===== src/rtl/wb_arbiter.sv =====
// Write-back arbiter: ALU and load results queue in per-producer FIFOs and share the GPR write port round-robin.
// Decode reads a pending-write scoreboard. Defining WB_PERF_EN adds the perf_writes/perf_stalls counters.
`ifndef XLEN
`define XLEN 32
`endif
`ifndef GPRS_COUNT
`define GPRS_COUNT 32
`endif

module wb_arbiter #(
    parameter int  N     = `XLEN,
    parameter int  GPRS  = `GPRS_COUNT,
    parameter int  DEPTH = 2,
    localparam int A     = $clog2(GPRS)
) (
    input  logic         clk,
    input  logic         rst_n,
    input  logic         flush,
    input  logic         alu_valid,
    input  logic [A-1:0] alu_rd,
    input  logic [N-1:0] alu_data,
    output logic         alu_ready,
    input  logic         ld_valid,
    input  logic [A-1:0] ld_rd,
    input  logic [N-1:0] ld_data,
    output logic         ld_ready,
    output logic         we3,
    output logic [A-1:0] addr3,
    output logic [N-1:0] wd3,
    input  logic [A-1:0] q_addr1,
    input  logic [A-1:0] q_addr2,
    output logic         q_busy1,
    output logic         q_busy2
`ifdef WB_PERF_EN
    ,
    output logic [31:0]  perf_writes,
    output logic [31:0]  perf_stalls
`endif
);
    localparam int            PW       = $clog2(DEPTH);
    localparam int            CW       = PW + 1;
    localparam logic [CW-1:0] FULL_CNT = CW'(DEPTH);
    localparam logic          PORT_ALU = 1'b0;
    localparam logic          PORT_LD  = 1'b1;

    logic [A-1:0]  rd_mem_q   [2][DEPTH];
    logic [N-1:0]  data_mem_q [2][DEPTH];
    logic [PW-1:0] wptr_q [2];
    logic [PW-1:0] rptr_q [2];
    logic [CW-1:0] cnt_q  [2];
    logic          rr_q, rr_d;
    logic          we3_q;
    logic [A-1:0]  addr3_q;
    logic [N-1:0]  wd3_q;

    logic [1:0]    in_valid_s, ready_s, push_s, pop_s, nonempty_s, busy_s;
    logic [A-1:0]  in_rd_s   [2];
    logic [N-1:0]  in_data_s [2];
    logic [A-1:0]  q_addr_s  [2];
    logic          grant_s, gsel_s;
    logic [A-1:0]  g_rd_s;
    logic [N-1:0]  g_data_s;
    logic [PW-1:0] off_s;

    // Channel gather: index 0 is the ALU, index 1 the load unit.
    always_comb begin
        in_valid_s   = {ld_valid, alu_valid};
        in_rd_s[0]   = alu_rd;
        in_rd_s[1]   = ld_rd;
        in_data_s[0] = alu_data;
        in_data_s[1] = ld_data;
        q_addr_s[0]  = q_addr1;
        q_addr_s[1]  = q_addr2;
    end

    // Handshake and round-robin grant; ready depends on registered occupancy and flush only.
    always_comb begin
        ready_s    = 2'b00;
        push_s     = 2'b00;
        nonempty_s = 2'b00;
        for (int p = 0; p < 2; p++) begin
            nonempty_s[p] = (cnt_q[p] != '0);
            ready_s[p]    = (cnt_q[p] != FULL_CNT) && !flush;
            push_s[p]     = in_valid_s[p] && ready_s[p] && (in_rd_s[p] != '0);
        end
        grant_s = 1'b0;
        gsel_s  = rr_q;
        rr_d    = rr_q;
        if (flush) begin
            grant_s = 1'b0;
        end else if (&nonempty_s) begin
            grant_s = 1'b1;
            gsel_s  = rr_q;
            rr_d    = ~rr_q;
        end else if (nonempty_s[0]) begin
            grant_s = 1'b1;
            gsel_s  = PORT_ALU;
        end else if (nonempty_s[1]) begin
            grant_s = 1'b1;
            gsel_s  = PORT_LD;
        end else begin
            grant_s = 1'b0;
        end
        pop_s    = {grant_s && gsel_s, grant_s && !gsel_s};
        g_rd_s   = rd_mem_q[gsel_s][rptr_q[gsel_s]];
        g_data_s = data_mem_q[gsel_s][rptr_q[gsel_s]];
    end

    // FIFO storage is written only on push, so it carries no reset.
    always_ff @(posedge clk) begin
        for (int p = 0; p < 2; p++) begin
            if (push_s[p]) begin
                rd_mem_q[p][wptr_q[p]]   <= in_rd_s[p];
                data_mem_q[p][wptr_q[p]] <= in_data_s[p];
            end
        end
    end

    // FIFO pointers/occupancy, round-robin pointer and the write-port register.
    always_ff @(posedge clk or negedge rst_n) begin
        if (!rst_n) begin
            for (int p = 0; p < 2; p++) begin
                wptr_q[p] <= '0;
                rptr_q[p] <= '0;
                cnt_q[p]  <= '0;
            end
            rr_q    <= PORT_LD;
            we3_q   <= 1'b0;
            addr3_q <= '0;
            wd3_q   <= '0;
        end else begin
            for (int p = 0; p < 2; p++) begin
                if (flush) begin
                    wptr_q[p] <= '0;
                    rptr_q[p] <= '0;
                    cnt_q[p]  <= '0;
                end else begin
                    if (push_s[p]) wptr_q[p] <= wptr_q[p] + PW'(1);
                    if (pop_s[p])  rptr_q[p] <= rptr_q[p] + PW'(1);
                    case ({push_s[p], pop_s[p]})
                        2'b10:   cnt_q[p] <= cnt_q[p] + CW'(1);
                        2'b01:   cnt_q[p] <= cnt_q[p] - CW'(1);
                        default: cnt_q[p] <= cnt_q[p];
                    endcase
                end
            end
            rr_q  <= rr_d;
            we3_q <= grant_s;
            if (grant_s) begin
                addr3_q <= g_rd_s;
                wd3_q   <= g_data_s;
            end
        end
    end

    // Scoreboard: live FIFO slots (offset from read pointer below occupancy) plus the write on the port.
    always_comb begin
        busy_s = 2'b00;
        off_s  = '0;
        for (int k = 0; k < 2; k++) begin
            for (int p = 0; p < 2; p++) begin
                for (int i = 0; i < DEPTH; i++) begin
                    off_s     = PW'(i) - rptr_q[p];
                    busy_s[k] = busy_s[k] | ((CW'(off_s) < cnt_q[p]) && (rd_mem_q[p][i] == q_addr_s[k]));
                end
            end
            busy_s[k] = (busy_s[k] | (we3_q && (addr3_q == q_addr_s[k]))) && (q_addr_s[k] != '0);
        end
    end

    assign alu_ready = ready_s[0];
    assign ld_ready  = ready_s[1];
    assign we3       = we3_q;
    assign addr3     = addr3_q;
    assign wd3       = wd3_q;
    assign q_busy1   = busy_s[0];
    assign q_busy2   = busy_s[1];

`ifdef WB_PERF_EN
    logic [31:0] perf_writes_q, perf_stalls_q;
    logic        stall_s;

    assign stall_s = |(in_valid_s & ~ready_s);

    // Performance counters; only reset clears them, flush does not.
    always_ff @(posedge clk or negedge rst_n) begin
        if (!rst_n) begin
            perf_writes_q <= 32'd0;
            perf_stalls_q <= 32'd0;
        end else begin
            perf_writes_q <= perf_writes_q + {31'd0, we3_q};
            perf_stalls_q <= perf_stalls_q + {31'd0, stall_s};
        end
    end

    assign perf_writes = perf_writes_q;
    assign perf_stalls = perf_stalls_q;
`endif
endmodule


===== config.mk =====
export PLATFORM = sky130hd
export DESIGN_NAME = wb_arbiter
export DESIGN_NICKNAME = d
export VERILOG_FILES = /design/src/rtl/wb_arbiter.sv
export SDC_FILE = /design/constraint.sdc
export NUM_CORES = 1
export LEC_CHECK = 0
export CORE_UTILIZATION = 50
export DETAILED_ROUTE_END_ITERATION = 16
export PLACE_DENSITY = 0.75
export SYNTH_ARGS = -nofsm -noshare
export SYNTH_HDL_FRONTEND = slang
export SYNTH_SLANG_ARGS = --single-unit

===== constraint.sdc =====
create_clock -name clk -period 3.8 [get_ports clk]
set_input_delay 0.76 -clock clk [delete_from_list [all_inputs] [get_ports clk]]
set_output_delay 0.76 -clock clk [all_outputs]
set_load 0.1 [all_outputs]

==> impl_metrics.toml <==
[cts]
clock_latency_ps = 430
cts_max_level = 4
postCtsHoldBufs = 0
tritoncts = "built"
cts_made_buffers = 17
root_buffer = "clkbuf_16"
cts_resized = 0
clkTransAtPathRegs_ps = 70
clock_sink_count = 195
cts_setup_buffers = 0
ctsLongestPathBuffers = 2

[synth]
synth_top_family_by_area = "compound AO/OA/AOI/OAI gates"
synth_seq_cells = 195
yosys.area_share.adder = 0
synth_top_area_share = 0.530
ys_top_cells_by_area = "edfxtp_1 53%, dfrtp_1 14%, mux2i_1 8.9%"
async_flop_share = 0.241
synth-edff-count = 148
syn_area_um2 = 8390
synth-simple-area-share = 0.0525
ys_warn_count = 0
seq_area_frac_synth = 0.670
synth_xor_area_frac = 0.0564
synth_compound_area_frac = 0.0991
muxShareOfSynthArea = 0.0894
avgSynthCellArea_um2 = 15.1
synthFlopType = "edfxtp_1"
postSynthCellCount = 557
synth_fp_nets = 646
synth.largest_area_cell = "edfxtp_1"
synth_cell_types = 41

[power]
peakVddDrop_mv = 0.468
p_leak_uw = 0.00361
power.density_nw_per_um2 = 658

[global_routing]
track_usage = 0.229
overflow = 0
grt_max_degree = 76
grt_pass1_vias = 5390
antenna_found_initial = 1
grt_pass1_wl_mm = 29.8

[critical_path]
cpMaxStageDelayCell = "clkdlybuf4s50_1"
rr_worst_depth = 5
r2r-start = "cnt_q[0]"
end_kind = "output port"
slowest_delay_ps = 700
path_max_fanout = 6
cp-start-kind = "input pin"
required_ps = 3040
cp.buffers_inverters = 2
arrival_ps = 2510
path_delay_family = "buffers and inverters"
ff2ff_setup_slack_ps = 1470
worstSetupPathType = "input pin to output port"
timing.rr.end = "data_mem_q[1][57]"
crit_chain = "clkdlybuf4s50_1 -> xor2_1 -> nor3_1 -> nor4_1 -> a21oi_1 -> buf_12"

[timing]
finalSetupViolCount = 0
fin_crit_sh = 0.861
slew_viol_final = 0
clock_skew_ps = 11.5
clock.fmax_mhz = 306
slew-limit-headroom = 0.259
period_minus_slack_ps = 3270
fin_tns_setup_ps = 0
worst_pin_slew_ps = 1110
rsz0062_at_grt = "false"
hold_violations = 0

[routing]
avgViaCountPerCell = 5.51
firstDrtPassIters = 5
final_antenna_net_count = 0
first_iter_violations = 261
num_vias = 5002
drc = 0
drt_wl_total_mm = 18.5
wl_per_cell_um = 20.3

[final_layout]
final_area_um2 = 10400
nets = 762
drive_gt1_frac = 0.130
layout_commonest_cell = "edfxtp_1"
synthToLayoutAreaGrowth_pct = 24.4
multi_input_area_um2 = 2530
regArea_um2 = 5620
fillers = 1211
most-common-layout-cells = "148 x edfxtp_1, 125 x clkdlybuf4s50_1, 75 x mux2i_1, 44 x dfrtp_1, 41 x nand2_1"

[placement]
portBuffers = 130
place_hpwl_mm = 12.3
globalplace.congestion = 0.937
place_area_um2 = 9860

[run]
cap_viol_max_count = 0

[floorplanning]
core-area_um2 = 16500
fp-row-count = 47
die_w_um = 132
io_pins = 131
die_area_um2 = 17300
die_y_um = 132
initial_utilization = 0.510

[min_path]
min_path_type = "input pin to async pin"

[outcome]
status = "finished, final reports clean"
## metrics by stage
stage / hold slack, ps / utilization / cells / setup slack, ps / power (uW)
final: 403 / 0.634 / 907 / 528 / 6860
after detailed placement: 494 / 0.599 / 874 / 562 / 5150
after global routing: 454 / 0.634 / 907 / 293 / 7100
after global placement: 489 / 0.599 / 874 / 531 / 5120
after CTS: 414 / 0.634 / 906 / 551 / 6900
after floorplan: 464 / - / 557 / 65.3 / 4540
## synth_stat cells (all sizes together), types with 2 or more instances
cell type    n
a21o         4
a21oi       41
a22o        37
a31oi        4
buf         34
clkbuf       7
dfrtp       46
edfxtp     148
mux2i       75
nand2       41
nand3        3
nand4        4
nand4b       2
nor2        12
nor2b        5
nor3        10
nor4         3
o2111ai      4
o21a         2
o21ai        6
or3          3
or4          3
xnor2       27
xor2        27
## cell type report
class                           count  share of cell area
Antenna cell                        1            0.000240
Clock buffer                       21              0.0432
Clock inverter                     11              0.0123
Inverter                            1            0.000360
Multi-Input combinational cell    320               0.243
Sequential cell                   195               0.539
Tap cell                          220              0.0264
Timing Repair Buffer              138               0.136
## routing by layer
metal,up-vias,part of all wire,global-route usage
met1,2529,0.45,0.297
met4,0,0.015,0.0795
met3,16,0.047,0.0590
met5,-,0,0
met2,142,0.49,0.372
li1,2315,-,-
## registers in the layout, indices dropped and copies added, names as in the netlist
name	flops
rptr_q	2
wd3	32
we3	1
wptr_q	2
cnt_q	4
rd_mem_q	20
addr3	5
rr_q	1
data_mem_q	128
## worst max path at each step
stage	slack [ps]	depth (start not counted)	end	start
global placement	530	6	q_busy1	q_addr1[1]
floorplan	70	4	q_busy1	addr3[2]
finish	530	6	q_busy1	q_addr1[1]
detailed placement	560	7	q_busy1	q_addr1[4]
global route	290	7	q_busy1	q_addr1[1]
CTS	550	6	q_busy1	q_addr1[1]
## kinds of logic (layout without fill, tap and decap cells)
family                    after synthesis  in the layout
AOI/OAI and AO/OA                     101            101
xor gates and xnor gates               54             54
buffers and inverters                  42            171
DFF                                   195            195
muxes                                  75             75
other                                   0              1
and+or+nand+nor                        90             90
## power by group
group	total, uW	internal (uW)	switching (uW)	leakage (uW)
logic	2370	654	1710	0.00140
registers	2730	2530	195	0.00194
clock network	1770	993	778	0.000273
Power figures use the tool's default switching activity.
